==> src/rtl/branch_control_unit_if.sv <==
// Branch-decision bus between execute-stage control and the branch control unit.
// The decode/ALU side drives the i_* signals and the unit returns decision and statistics.
interface branch_control_unit_if #(
    parameter int CNT_W = 32
);
    logic             i_Branch;
    logic             i_Z;
    logic             i_Res;
    logic [2:0]       i_f3;
    logic             i_CntClr;
    logic             o_DoBranch;
    logic             o_DoBranch_q;
    logic             o_IllegalF3;
    logic [CNT_W-1:0] o_TakenCnt;
    logic [CNT_W-1:0] o_NotTakenCnt;
    logic [CNT_W-1:0] o_IllegalCnt;

    modport master (
        output i_Branch, i_Z, i_Res, i_f3, i_CntClr,
        input  o_DoBranch, o_DoBranch_q, o_IllegalF3,
        input  o_TakenCnt, o_NotTakenCnt, o_IllegalCnt
    );

    modport slave (
        input  i_Branch, i_Z, i_Res, i_f3, i_CntClr,
        output o_DoBranch, o_DoBranch_q, o_IllegalF3,
        output o_TakenCnt, o_NotTakenCnt, o_IllegalCnt
    );
endinterface

==> src/rtl/branch_control_unit.sv <==
// RISC-V conditional-branch decision: combinational take/illegal outputs, a registered
// copy of the decision and saturating taken / not-taken / illegal event counters.
module branch_control_unit #(
    parameter int CNT_W = 32
) (
    input  logic                 i_clk,
    input  logic                 i_rstn,
    branch_control_unit_if.slave bus
);
    localparam logic [CNT_W-1:0] CNT_MAX = '1;
    localparam logic [CNT_W-1:0] CNT_ONE = CNT_W'(1);

    logic             do_branch;
    logic             f3_legal;
    logic             do_branch_q;
    logic [CNT_W-1:0] taken_q;
    logic [CNT_W-1:0] not_taken_q;
    logic [CNT_W-1:0] illegal_q;

    // BEQ/BNE look only at Z; the four compare encodings look only at Res.
    always_comb begin
        do_branch = 1'b0;
        f3_legal  = 1'b1;
        case (bus.i_f3)
            3'b000:          do_branch = bus.i_Z;
            3'b001:          do_branch = ~bus.i_Z;
            3'b100, 3'b110:  do_branch = bus.i_Res;
            3'b101, 3'b111:  do_branch = ~bus.i_Res;
            default:         f3_legal  = 1'b0;
        endcase
        if (!bus.i_Branch) do_branch = 1'b0;
    end

    always_ff @(posedge i_clk) begin
        if (!i_rstn) begin
            do_branch_q <= 1'b0;
            taken_q     <= '0;
            not_taken_q <= '0;
            illegal_q   <= '0;
        end else begin
            do_branch_q <= do_branch;
            if (bus.i_CntClr) begin
                taken_q     <= '0;
                not_taken_q <= '0;
                illegal_q   <= '0;
            end else if (bus.i_Branch) begin
                // Exactly one event class per branch cycle; each counter sticks at all-ones.
                if (do_branch) begin
                    if (taken_q != CNT_MAX) taken_q <= taken_q + CNT_ONE;
                end else if (f3_legal) begin
                    if (not_taken_q != CNT_MAX) not_taken_q <= not_taken_q + CNT_ONE;
                end else begin
                    if (illegal_q != CNT_MAX) illegal_q <= illegal_q + CNT_ONE;
                end
            end
        end
    end

    assign bus.o_DoBranch    = do_branch;
    assign bus.o_IllegalF3   = bus.i_Branch & ~f3_legal;
    assign bus.o_DoBranch_q  = do_branch_q;
    assign bus.o_TakenCnt    = taken_q;
    assign bus.o_NotTakenCnt = not_taken_q;
    assign bus.o_IllegalCnt  = illegal_q;
endmodule

==> src/flat_wrapper.sv <==
// flat-port wrapper written by rule: the top's interface ports become plain ports
module branch_control_unit_flat 
#(
    parameter int CNT_W = 32
)
  (i_clk, i_rstn, bus_i_Branch, bus_i_Z, bus_i_Res, bus_i_f3, bus_i_CntClr, bus_o_DoBranch, bus_o_DoBranch_q, bus_o_IllegalF3, bus_o_TakenCnt, bus_o_NotTakenCnt, bus_o_IllegalCnt);
  branch_control_unit_if #(.CNT_W(CNT_W)) bus_i ();
  input  logic i_clk;
  input  logic i_rstn;
  input wire logic [$bits(bus_i.i_Branch)-1:0] bus_i_Branch;
  input wire logic [$bits(bus_i.i_Z)-1:0] bus_i_Z;
  input wire logic [$bits(bus_i.i_Res)-1:0] bus_i_Res;
  input wire logic [$bits(bus_i.i_f3)-1:0] bus_i_f3;
  input wire logic [$bits(bus_i.i_CntClr)-1:0] bus_i_CntClr;
  output wire logic [$bits(bus_i.o_DoBranch)-1:0] bus_o_DoBranch;
  output wire logic [$bits(bus_i.o_DoBranch_q)-1:0] bus_o_DoBranch_q;
  output wire logic [$bits(bus_i.o_IllegalF3)-1:0] bus_o_IllegalF3;
  output wire logic [$bits(bus_i.o_TakenCnt)-1:0] bus_o_TakenCnt;
  output wire logic [$bits(bus_i.o_NotTakenCnt)-1:0] bus_o_NotTakenCnt;
  output wire logic [$bits(bus_i.o_IllegalCnt)-1:0] bus_o_IllegalCnt;
  assign bus_i.i_Branch = bus_i_Branch;
  assign bus_i.i_Z = bus_i_Z;
  assign bus_i.i_Res = bus_i_Res;
  assign bus_i.i_f3 = bus_i_f3;
  assign bus_i.i_CntClr = bus_i_CntClr;
  assign bus_o_DoBranch = bus_i.o_DoBranch;
  assign bus_o_DoBranch_q = bus_i.o_DoBranch_q;
  assign bus_o_IllegalF3 = bus_i.o_IllegalF3;
  assign bus_o_TakenCnt = bus_i.o_TakenCnt;
  assign bus_o_NotTakenCnt = bus_i.o_NotTakenCnt;
  assign bus_o_IllegalCnt = bus_i.o_IllegalCnt;
  branch_control_unit #(.CNT_W(CNT_W)) u_core (.i_clk(i_clk), .i_rstn(i_rstn), .bus(bus_i));
endmodule
==> config.mk <==
export PLATFORM = sky130hd
export DESIGN_NAME = branch_control_unit_flat
export DESIGN_NICKNAME = d
export VERILOG_FILES = /design/src/rtl/branch_control_unit_if.sv /design/src/rtl/branch_control_unit.sv /design/src/flat_wrapper.sv
export SDC_FILE = /design/constraint.sdc
export NUM_CORES = 1
export LEC_CHECK = 0
export ABC_CLOCK_PERIOD_IN_PS = 2700
export CORE_UTILIZATION = 35
export DETAILED_ROUTE_END_ITERATION = 6
export GPL_TIMING_DRIVEN = 1
export PLACE_DENSITY = 0.7
export SYNTH_ARGS = -nofsm -noshare
export SYNTH_HDL_FRONTEND = slang
export SYNTH_SLANG_ARGS = --single-unit
==> constraint.sdc <==
create_clock -name i_clk -period 2.7 [get_ports i_clk]
set_clock_uncertainty 0.2 [all_clocks]
set_input_delay 0.405 -clock i_clk [delete_from_list [all_inputs] [get_ports i_clk]]
set_output_delay 0.405 -clock i_clk [all_outputs]
set_load 0.01 [all_outputs]
# Yosys cells after proc, flatten, opt, wreduce, memory -nomap -nowiden
# Cells that the tools add are included.
# W data, S select, Z words.
[op_classes]
add_sub_neg = 3
eq_ne = 8
mux = 3
bitwise = 6
reduce_logical = 8
[ops]
columns = ["operator", "n"]
rows = [
  ["$add A32 B1 Y32 const B", 3],
  ["$ne A32 B32 Y1 const B", 3],
  ["$eq A3 B3 Y1 const B", 4],
  ["$reduce_and A4 Y1", 2],
  ["$reduce_or A2 Y1", 3],
  ["$reduce_or A6 Y1", 1],
  ["$not A1 Y1", 5],
  ["$pmux W1 S4", 1],
  ["$eq A3 B1 Y1 const B", 1],
  ["$logic_not A3 Y1", 1],
  ["$reduce_and A3 Y1", 1],
  ["$mux W1", 2],
  ["$and A1 B1 Y1", 1],
]
[totals]
reg_bits = 97
out_inout_bits = 99
word_cells = 32

# Depth between registers and ports, before layout
[depth]
word_depth = 6
depth_mapped = 9
mapped_depth_nobuf = 7

# Worst setup path after synthesis
# OpenSTA, ideal clock, no wires.
[synth_path]
kind = "reg2reg"
start = "reg u_core.not_taken_q[21] (netlist: u_core.bus.o_NotTakenCnt[21])"
end = "reg u_core.not_taken_q[16] (netlist: u_core.bus.o_NotTakenCnt[16])"
setup_ns = 0.128
t_arrival_ns = 2.056
t_required_ns = 2.372
path_slack_ns = 0.317
stages_incl_launch_ff = 9
synth_period_minus_slack_ns = 2.383
path_cell_list = "dfxtp_1 nand4_2 or4_1 buf_2 or4_4 nand4_2 buf_6 xor2_1 nor2_1"
[synth_via]
elab_chain_len = 2
[synth_lines]
columns = ["item", "line_no", "rtl"]
rows = [
  ["start, declared", "branch_control_unit.sv:17", "logic [CNT_W-1:0] not_taken_q;"],
  ["start signal, assigned", "branch_control_unit.sv:51", "if (not_taken_q != CNT_MAX) not_taken_q <= not_taken_q + CNT_ONE;"],
  ["$ne A32 B32 Y1", "branch_control_unit.sv:51", ""],
  ["$reduce_and A4 Y1 (no source line)", "--", ""],
]
# Every way passes these cells.
# A chain may end at the register's enable or synchronous reset.

# Worst setup path in the final report
[layout_path]
start = "in bus_i_f3[2]"
end = "out bus_o_IllegalF3"
[layout_via]
elab_chain_len = 5
elab_cells_between_ends = 10
classes_between = "5 x eq/ne; 1 x mux; 2 x bitwise; 2 x reduce/logical"
[layout_lines]
columns = ["item", "line_no", "rtl"]
rows = [
  ["start, declared", "flat_wrapper.sv:13", "input wire logic [$bits(bus_i.i_f3)-1:0] bus_i_f3;"],
  ["$eq A3 B1 Y1, or another cell as far along", "branch_control_unit.sv:24", "case (bus.i_f3)"],
  ["$reduce_or A6 Y1 (no source line) (*)", "--", ""],
  ["$mux W1 (*)", "branch_control_unit.sv:24", ""],
  ["$not A1 Y1 (*)", "branch_control_unit.sv:60", "assign bus.o_IllegalF3 = bus.i_Branch & ~f3_legal;"],
  ["$and A1 B1 Y1 (*)", "branch_control_unit.sv:60", ""],
  ["end, declared", "flat_wrapper.sv:17", "output wire logic [$bits(bus_i.o_IllegalF3)-1:0] bus_o_IllegalF3;"],
]
# Mark *: on every way between the ends. The rest lies on a longest branch, timed or not.

==> summary.txt <==
Clock tree
  • Clock root cell: clkbuf_16
  • CTS tree: built
  • Number of CTS-inserted buffers: 9
  • Skew-Pair Late Insertion Delay: 360 ps
  • Clock Path Buffers: 2
  • Clk sinks: 97
  • Hold-fix buffers, CTS: 0
  • Htree depth: 3
  • Clock slew at reported path FFs: approximately 70 ps

Worst setup path
  • Max Fanout on Critical Path: 4
  • Critical path class: input port to output port
  • Req. time, crit path: ~2100 ps
  • Worst Path Arrival: a little under 2000 ps
  • Reg-to-reg slack, setup: 190 ps
  • Reg-to-Reg Start: u_core.bus.o_NotTakenCnt[21]$_SDFFE_PP0P_
  • Setup crit start kind: input port
  • Worst R2R Path Depth: 8
  • Crit. End Element: output port
  • Reg2reg end: u_core.bus.o_NotTakenCnt[13]$_SDFFE_PP0P_

Placed design
  • PortBufs: ~110
  • DP HPWL: about 9.5 mm
  • Gpl congestion: between 0.8 and 0.9

Min path
  • Worst Hold Depth: 2
  • Worst Hold End: u_core.bus.o_TakenCnt[30]$_SDFFE_PP0P_
  • Hold_sp: u_core.bus.o_TakenCnt[30]$_SDFFE_PP0P_
  • HP Class: flop to flop

Route
  • DRT antenna net count: 0
  • Vias: 4700
  • Iteration-0 DRC count of the detailed router: between 300 and 400
  • DRT Wirelength: roughly 13 mm
  • DR WL/cell: approximately 15 µm
  • DRC Markers: 0
  • Vias/cell: 5.26
  • Drt pass-1 iters: 5

Floorplan
  • Total die area: 14200 µm²
  • IO Count: around 110
  • Die Y-Extent: 119 µm
  • Placement Rows: 42
  • Core Footprint: approximately 13000 µm²
  • Initial Util: between 30% and 40%
  • Die X-Extent: 119 µm

Finish
  • FF/Latch Area: about 1900 µm²
  • Layout fillers: between 1000 and 1500
  • Final nets: between 700 and 800
  • Fraction of layout cells with a size suffix above 1: a little over a tenth
  • Multi-input logic area: around 2700 µm²
  • Util after Layout: between 40 and 50%
  • Ant. Diodes: 0
  • Synth-to-layout area growth: 37.9%

Global routing
  • First-pass GRT wire length: between 20 and 25 mm
  • Vias in the first global route: between 4000 and 5000
  • Total GRT Usage: between 10% and 20%
  • Initial antenna violation count: 0
  • Aggregate global routing overflow: 0
  • Largest net degree at the start of global routing: between 40 and 50

Synthesis
  • Top_reg_cell synth: dfxtp_1
  • Distinct cells, synth: 52
  • Share of the synthesized area in the top cell type: 40.3%
  • Synth Instances: a little under 600
  • Fraction of registers with async set/reset: 0%
  • Sequential cell area fraction in the yosys report: 40.3%
  • Post-synth top area cell: dfxtp_1
  • Syn Area/Cell: ~8.3 µm²
  • Synthesized flop and latch total: 97
  • Mapped Area: roughly 4800 µm²
  • Syn. warnings: 0
  • Post-synth net total: about 590
  • Number of synthesized flops with an enable pin: 0
  • Top post-synthesis cells by area: dfxtp_1 (40%), xnor2_1 (10%), nor2_1 (7.3%), nand4_1 (4.7%), nand3_1 (4.2%)

Power
  • PD cells: ~450 nW/µm²
  • Worst IR Drop VDD: 0.268 mV
  • Clock share of power: 47.9%
  • Power share of the combinational group: 4.1%
  • Sw Share: a little over a fifth
  • Internal: 2.34 mW
  • Overall Power: about 3 mW
  • Lkg Pwr: ~2.0 nW
  • Seq pwr share: between 40 and 50%
  • Switching pwr: between 0.6 and 0.7 mW

STA
  • WHS: roughly 310 ps
  • Min cycle time layout: roughly 2600 ps
  • Worst relative slew slack: about 62%
  • RSZ-0062 raised after global routing: false
  • Slew @ Worst Pin: between 500 and 600 ps
  • Maximum clock rate: between 300 and 400 MHz
  • Fin. Hold Viols: 0
  • Final-report max-slew violation count: 0
  • Setup violators final: 0
  • Final period utilization: between 90% and 100%

Job
  • Max-cap violation count: 0

Outcome
  • Status: finished, final reports clean
[Yosys cell counts (all sizes together), types with 2 or more instances]
master / number
nor3: 34
o31ai: 2
nor2: 95
and2: 3
and3: 12
a21oi: 18
nor4b: 4
a21o: 3
nor2b: 2
a211oi: 2
clkbuf: 13
nor4: 24
nand3: 41
nand2b: 3
xor2: 20
or4: 6
a31oi: 2
ha: 3
o21ai: 9
or3: 7
nand2: 35
and4: 9
a32oi: 2
inv: 17
buf: 12
dfxtp: 97
nand4: 38
xnor2: 57
[placed cells by master, fill, tap and decap left out, types with 3 or more instances in the layout]
master | netlist | final
nor4_1 | 22 | 22
a21oi_1 | 12 | 12
xor2_1 | 20 | 20
a21o_1 | 3 | 3
xnor2_1 | 57 | 57
dfxtp_1 | 97 | 97
inv_1 | 17 | 17
or4_1 | 5 | 5
buf_4 | 2 | 36
nand2_1 | 35 | 35
and4_1 | 8 | 8
clkbuf_16 | 0 | 9
clkdlybuf4s50_1 | 0 | 106
and2_1 | 3 | 3
o21ai_0 | 5 | 5
or3_1 | 7 | 6
nor4b_1 | 3 | 3
nor3_1 | 34 | 34
a21oi_2 | 6 | 6
o21ai_1 | 3 | 3
nand3_1 | 40 | 40
nand4_1 | 36 | 36
and3_1 | 12 | 12
nor2_1 | 94 | 94
ha_1 | 3 | 3
[routing by layer]
layer  GRT usage [%]  part of all wire [%]  vias up
met3            3.50                   5.8       17
met2            29.6                    46      131
met4            7.91                   1.9        0
met5               0                     0        -
li1                -                     -     2318
met1            24.3                    46     2234
[area by class of cell]
class	instances	share of cell area [%]
tap	176	3.32
sequential	97	29.2
timing repair buffer	145	20.8
clock buffer	11	3.81
inverter	17	0.961
clock inverter	5	1.17
multi-input combinational	442	40.7
[worst max-delay path, cell delays in order]
cell             delay [ps]
clkdlybuf4s50_1         440
buf_4                   160
nand3b_1                210
inv_1                   110
buf_4                   110
clkdlybuf4s50_1         520
[power groups by stage]
stage / combinational (mW) / sequential, mW / clock (mW)
CTS: 0.123 / 1.43 / 1.45
detailed placement: 0.123 / 1.47 / 0
global placement: 0.120 / 1.47 / 0
global route: 0.131 / 1.43 / 1.51
floorplan: 0.0576 / 1.47 / 0
finish: 0.121 / 1.43 / 1.43
[kinds of logic after synthesis]
family	count (synthesis)	synth area share, %
AO/OA/AOI/OAI	43	6.31
flip-flops	97	40.3
AND/OR/NAND/NOR	318	34.6
adder cells (fa/ha/maj)	3	0.780
XOR/XNOR	77	14.0
multiplexers	1	0.208
buffers and inverters	42	3.74
[worst max path at each step]
stage          cells after the start                                       from  slack, ps                                         to
2_1_floorplan                      8  u_core.bus.o_NotTakenCnt[21]$_SDFFE_PP0P_        320  u_core.bus.o_NotTakenCnt[16]$_SDFFE_PP0P_
3_3_place_gp                       7                                bus_i_f3[2]       -100  u_core.bus.o_NotTakenCnt[30]$_SDFFE_PP0P_
3_5_place_dp                       8                                bus_i_f3[2]       -190  u_core.bus.o_NotTakenCnt[30]$_SDFFE_PP0P_
4_1_cts                            6                                bus_i_f3[2]        110                            bus_o_IllegalF3
5_1_grt                            6                                bus_i_f3[2]         40                            bus_o_IllegalF3
6_report                           6                                bus_i_f3[2]        130                            bus_o_IllegalF3
[what timing repair did]
item / CTS / global route
setup endpoints to repair: 1 / 0
setup buffers: 0 / 0
resized for setup: 2 / 0
[sequential cells by signal, indices dropped and copies added (netlist names)]
name                      flops
u_core.bus.o_DoBranch_q       1
u_core.bus.o_IllegalCnt      32
u_core.bus.o_NotTakenCnt     32
u_core.bus.o_TakenCnt        32
[per-stage QoR]
step                      std cells  setup TNS, ps  cell area (µm²)  worst slack, ps
after floorplan                 581              0             4810              317
after global placement          877           -995             6310             -102
after detailed placement        877          -2430             6310             -187
after CTS                       893              0             6640              111
after global routing            893              0             6640             35.4
final                           893              0             6640              126
Note: power is estimated with default switching activity, not from simulation.
